<file path="src/rtl/dca_matrix_lsu_rdata_collector.sv">
// dca_matrix_lsu_rdata_collector: assembles AXI R beats of one burst into a row-buffer word
module dca_matrix_lsu_rdata_collector #(
  parameter int BW_AXI_DATA      = 32,
  parameter int MAX_NUM_AXI_DATA = 4,
  parameter int BW_AXI_ALEN      = 8
) (
  input  logic                                    clk,
  input  logic                                    rst,
  input  logic                                    enable,
  input  logic                                    txn_valid,
  output logic                                    txn_ready,
  input  logic [BW_AXI_ALEN-1:0]                  txn_alen,
  input  logic                                    rvalid,
  output logic                                    rready,
  input  logic [BW_AXI_DATA-1:0]                  rdata,
  input  logic [1:0]                              rresp,
  input  logic                                    rlast,
  output logic                                    row_valid,
  input  logic                                    row_ready,
  output logic [BW_AXI_DATA*MAX_NUM_AXI_DATA-1:0] row_data,
  output logic [BW_AXI_ALEN:0]                    row_num_beats,
  output logic                                    row_resp_error,
  output logic                                    row_protocol_error
);
  localparam int CW = BW_AXI_ALEN + 1;
  typedef enum logic [1:0] {IDLE, COLLECT, HOLD} state_t;
  state_t state;
  logic [BW_AXI_ALEN-1:0] alen;
  logic [CW-1:0] cnt;
  logic txn_fire, beat_fire, at_alen, overflow;
  // Handshake readies stay low while reset is asserted so every output reads 0
  assign txn_ready = enable & ~rst & ((state == IDLE) | ((state == HOLD) & row_ready));
  assign rready    = enable & ~rst & (state == COLLECT);
  assign row_valid = (state == HOLD);
  assign txn_fire  = txn_valid & txn_ready;
  assign beat_fire = rvalid & rready;
  assign at_alen   = (cnt == {1'b0, alen});
  assign overflow  = (cnt >= CW'(MAX_NUM_AXI_DATA));
  always_ff @(posedge clk or posedge rst) begin
    if (rst) begin
      state              <= IDLE;
      alen               <= '0;
      cnt                <= '0;
      row_data           <= '0;
      row_num_beats      <= '0;
      row_resp_error     <= 1'b0;
      row_protocol_error <= 1'b0;
    end else if (txn_fire) begin
      state              <= COLLECT;
      alen               <= txn_alen;
      cnt                <= '0;
      row_data           <= '0;
      row_resp_error     <= 1'b0;
      row_protocol_error <= 1'b0;
    end else if (enable && state == HOLD && row_ready) begin
      state <= IDLE;
    end else if (beat_fire) begin
      for (int i = 0; i < MAX_NUM_AXI_DATA; i++)
        if (cnt == CW'(i)) row_data[i*BW_AXI_DATA +: BW_AXI_DATA] <= rdata;
      cnt <= cnt + 1'b1;
      if (rresp[1]) row_resp_error <= 1'b1;
      if (overflow || (rlast != at_alen)) row_protocol_error <= 1'b1;
      if (rlast || at_alen) begin
        state         <= HOLD;
        row_num_beats <= cnt + 1'b1;
      end
    end
  end
endmodule

</file>
<file path="config.mk">
export PLATFORM = sky130hd
export DESIGN_NAME = dca_matrix_lsu_rdata_collector
export DESIGN_NICKNAME = d
export VERILOG_FILES = /design/src/rtl/dca_matrix_lsu_rdata_collector.sv
export SDC_FILE = /design/constraint.sdc
export NUM_CORES = 1
export LEC_CHECK = 0
export CAP_MARGIN = 20
export CELL_PAD_IN_SITES_DETAIL_PLACEMENT = 1
export CELL_PAD_IN_SITES_GLOBAL_PLACEMENT = 2
export CORE_ASPECT_RATIO = 0.75
export CORE_MARGIN = 2
export CORE_UTILIZATION = 31
export DETAILED_ROUTE_END_ITERATION = 10
export PLACE_DENSITY = 0.9
export SLEW_MARGIN = 0
export SYNTH_ARGS = -nofsm -noshare
export SYNTH_HDL_FRONTEND = slang
export SYNTH_SLANG_ARGS = --single-unit
</file>
<file path="constraint.sdc">
create_clock -name clk -period 6.2 [get_ports clk]
set_input_delay 0.62 -clock clk [delete_from_list [all_inputs] [get_ports clk]]
set_output_delay 0.62 -clock clk [all_outputs]
set_load 0.01 [all_outputs]
</file>
==> out/qor_table.md <==
| Parameter | This run | Unit |
|:---|:---|:---|
| Achievable Freq | 263 | MHz |
| Critical-path top delay cell | clkinv_1 | - |
| Non-Filler Instances | 1,107 | - |
| Clk buf depth | 2 | - |
| Setup repair after global routing missed its margin | no | - |
| Count of flip-flops with a built-in enable after synthesis | 0 | - |
| Largest delay share family, worst path | buffers and inverters | - |
| Worst path required time | 5.58 | ns |
| Pwr/cell area | 401 | nW/µm² |
| Yosys Warn Count | 0 | - |
| Post-cts repair resize count | 0 | - |
| All-layer global routing usage | 0.175 | - |
| Largest stage delay on the critical path | 0.69 | ns |
| Number of buffer cells added on primary ports | 189 | - |
| Most area-consuming cells after synthesis | dfrtp_1 (54%), mux2i_1 (17%), o21ai_0 (12%) | - |
| NetSw | 1.34 | mW |
| Total internal power | 2.63 | mW |
| Via-to-Cell Ratio | 5.15 | - |
| Clk Latency, worst-skew pair | 0.41 | ns |
| Part of the power in combinational logic | 0.344 | - |
| Global-route congestion overflow total | 0 | - |
| CTS tree | yes | - |
| First-pass detailed-route iteration total | 4 | - |
| Main flop type after synthesis | dfrtp_1 | - |
| Sequential share of power | 0.389 | - |
| Number of max-slew violations in the final report | 0 | - |
| Status | finished, final reports clean | - |
| Cell Chain, Critical Path | clkdlybuf4s50_1 > or4bb_1 > clkinv_1 > clkdlybuf4s50_1 | - |
| Die outline width | 181 | µm |
| Remaining max-slew budget at the tightest pin | 0.367 | - |
| Standard-cell rows | 48 | - |
| Number of buffers inserted for hold repair after clock tree synthesis | 0 | - |
| Sw frac | 0.337 | - |
| Starting density of the core | 0.317 | - |
| Count of nets after finishing | 848 | - |
| Cell total after placement | 1,075 | - |
| Async set-or-reset flop fraction in the synthesized netlist | 1.00 | - |
| LEAKAGE | 4.64 | nW |
| Top fanout value on the critical path | 18 | - |
| Clock Skews | 0.0108 | ns |
| Synth Area per Inst | 11.4 | µm² |
| Ratio of cells with drive above 1 in the final layout | 0.0694 | - |
| Clock root cell | clkbuf_16 | - |
| Detailed-placement wirelength estimate | 14.1 | mm |
| Core Util, Final | 0.429 | - |
| CTS H-Tree Depth | 4 | - |
| Post-CTS Repair Setup Buffers | 0 | - |
| Number of hold-slack violations in the final timing report | 0 | - |
| Least-Margin Pin Slew | 0.949 | ns |
| Worst slack after detailed placement | 2.43 | ns |
| Total buffers and inverters traversed by the critical path | 3 | - |
| Most common cell after layout, fill and taps aside | clkdlybuf4s50_1 | - |
| Hold WS | 0.516 | ns |
| Minimum setup slack in the final design | 2.40 | ns |
| Sequential area share after synthesis | 0.540 | - |
| Yosys reg bits | 158 | - |
| Core region area | 23,100 | µm² |
| Number of design rule violations left after detail routing | 0 | - |
| Total vias in the final route | 5,699 | - |
| Largest net degree at the start of global routing | 164 | - |
| Kind of start point of the critical path | input port | - |
| Worst reg-to-reg setup slack | 3.42 | ns |
| Post-synth net total | 698 | - |
| Final setup violation count | 0 | - |
| Crit path capture type | primary output | - |
| Total Die Area | 24,900 | µm² |
| Crit. Startpoint | rst | - |
| Antenna violations before repair | 0 | - |
| Diodes inserted | 0 | - |
| Setup TNS after final layout | 0 | ns |
| Die Height | 137 | µm |
| Worst setup path class | in -> out | - |
| Post-Synthesis Cells | 644 | - |
| Final critical-path share of the clock period | 0.613 | - |
| Worst EP arrival | 3.18 | ns |
| Area fraction of the dominant cell type after synthesis | 0.540 | - |
| RR Startpoint | cnt[3] | - |
| Distinct cell type count of the synthesized netlist | 40 | - |
| CTS buffer count | 17 | - |
| Vias in the first global route | 5,931 | - |
| Weighted congestion reported at the end of routability-driven placement | 0.791 | - |
| Area Overhead vs Synth | 35.3 | % |
| Hold crit path type | reg -> reg | - |
| Most frequent cells in the layout | clkdlybuf4s50_1 (189), o21ai_0 (171), dfrtp_1 (158) | - |
| Most frequent cell on the critical path | clkdlybuf4s50_1 | - |
| Crit path time final | 3.80 | ns |
| First DRT Iteration DRCs | 289 | - |
| Wirelength per Cell | 19.6 | µm |
| Worst hold start | row_num_beats[4] | - |
| Area of the mapped netlist | 7320 | µm² |
| Post-Route WL | 21.6 | mm |
| Count of pins on the block boundary | 191 | - |
| Clock transition at the registers of the reported paths | 0.07 | ns |
| Total clock sinks | 158 | - |
| Number of nets still failing antenna checks after routing | 0 | - |
| Clock power frac | 0.268 | - |
| Worst vdd rail ir drop | 0.000157 | V |
| Max Cap Viol | 0 | - |
| Wire length of the first global-routing pass | 34.1 | mm |
| Library cell occupying the most area in the post-synthesis netlist | dfrtp_1 | - |
-- kinds of logic after synthesis --
family | after synthesis | synth area share
AOI/OAI and AO/OA | 198 | 0.142
xor gates and xnor gates | 9 | 0.0108
adders and majority gates | 5 | 0.00854
buffers and inverters | 78 | 0.0574
and+or+nand+nor | 58 | 0.0509
muxes | 138 | 0.190
DFF | 158 | 0.540
-- synthesized netlist by cell type, types with 2 or more instances --
cell type / number
xor2_1: 7
o21ai_0: 171
nor4_1: 2
buf_6: 12
or4_1: 6
buf_2: 2
nor2b_1: 3
inv_1: 12
or3_1: 5
o2111ai_1: 4
nor2_1: 3
or4_4: 4
a31oi_1: 7
mux2i_1: 128
buf_4: 2
mux2_2: 10
o211ai_1: 5
dfrtp_1: 158
clkbuf_1: 46
ha_1: 5
xnor2_1: 2
nand3_1: 6
nor3_1: 2
a21oi_1: 6
nand2b_1: 8
nand4_1: 4
nand2_1: 11
-- layer usage --
layer | global-route usage | part of all wire | vias up | wire (µm)
met1 | 0.254 | 0.50 | 2935 | 10800
met2 | 0.263 | 0.44 | 142 | 9580
met5 | 0 | 0 | - | 0
li1 | - | - | 2612 | -
met4 | 0.0370 | 0.0074 | 0 | 161
met3 | 0.0447 | 0.052 | 10 | 1130
-- power by group through the flow --
stage / sequential [mW] / combinational (mW) / clock (mW)
finish: 1.55 / 1.37 / 1.06
global route: 1.59 / 1.48 / 1.14
floorplan: 1.61 / 0.600 / 0
CTS: 1.55 / 1.38 / 1.10
detailed placement: 1.56 / 1.38 / 0
global placement: 1.55 / 1.34 / 0
-- area by class of cell --
cell class / count / area (µm²)
fillers: 2495 / 13200
clock buffers: 19 / 433
multi-input cells: 408 / 2980
well taps: 300 / 375
flip-flops and latches: 158 / 3950
clock inverters: 13 / 158
repair buffers: 196 / 1960
inverters: 13 / 53.8
-- stage by stage --
| step | total power, mW | area (µm²) |
|---|---|---|
| 6_report | 3.97 | 9910 |
| 5_1_grt | 4.21 | 9910 |
| 4_1_cts | 4.03 | 9910 |
| 3_5_place_dp | 2.94 | 9320 |
| 3_3_place_gp | 2.89 | 9320 |
| 2_1_floorplan | 2.21 | 7320 |
-- state kept, by name, indices dropped and copies added (netlist names) --
signal              flops
row_protocol_error      1
row_resp_error          1
alen                    8
row_data              128
state                   2
row_num_beats           9
cnt                     9
-- path summary, 6_finish.rpt --
path | end | depth (start not counted)
max in group asynchronous | row_data[92] | 3
worst max register to register | row_num_beats[1] | 7
worst max-delay path | rready | 4
worst min register to register | row_num_beats[4] | 1
min in group asynchronous | row_data[20] | 2
worst min-delay path | row_num_beats[4] | 1
Power figures use the tool's default switching activity.
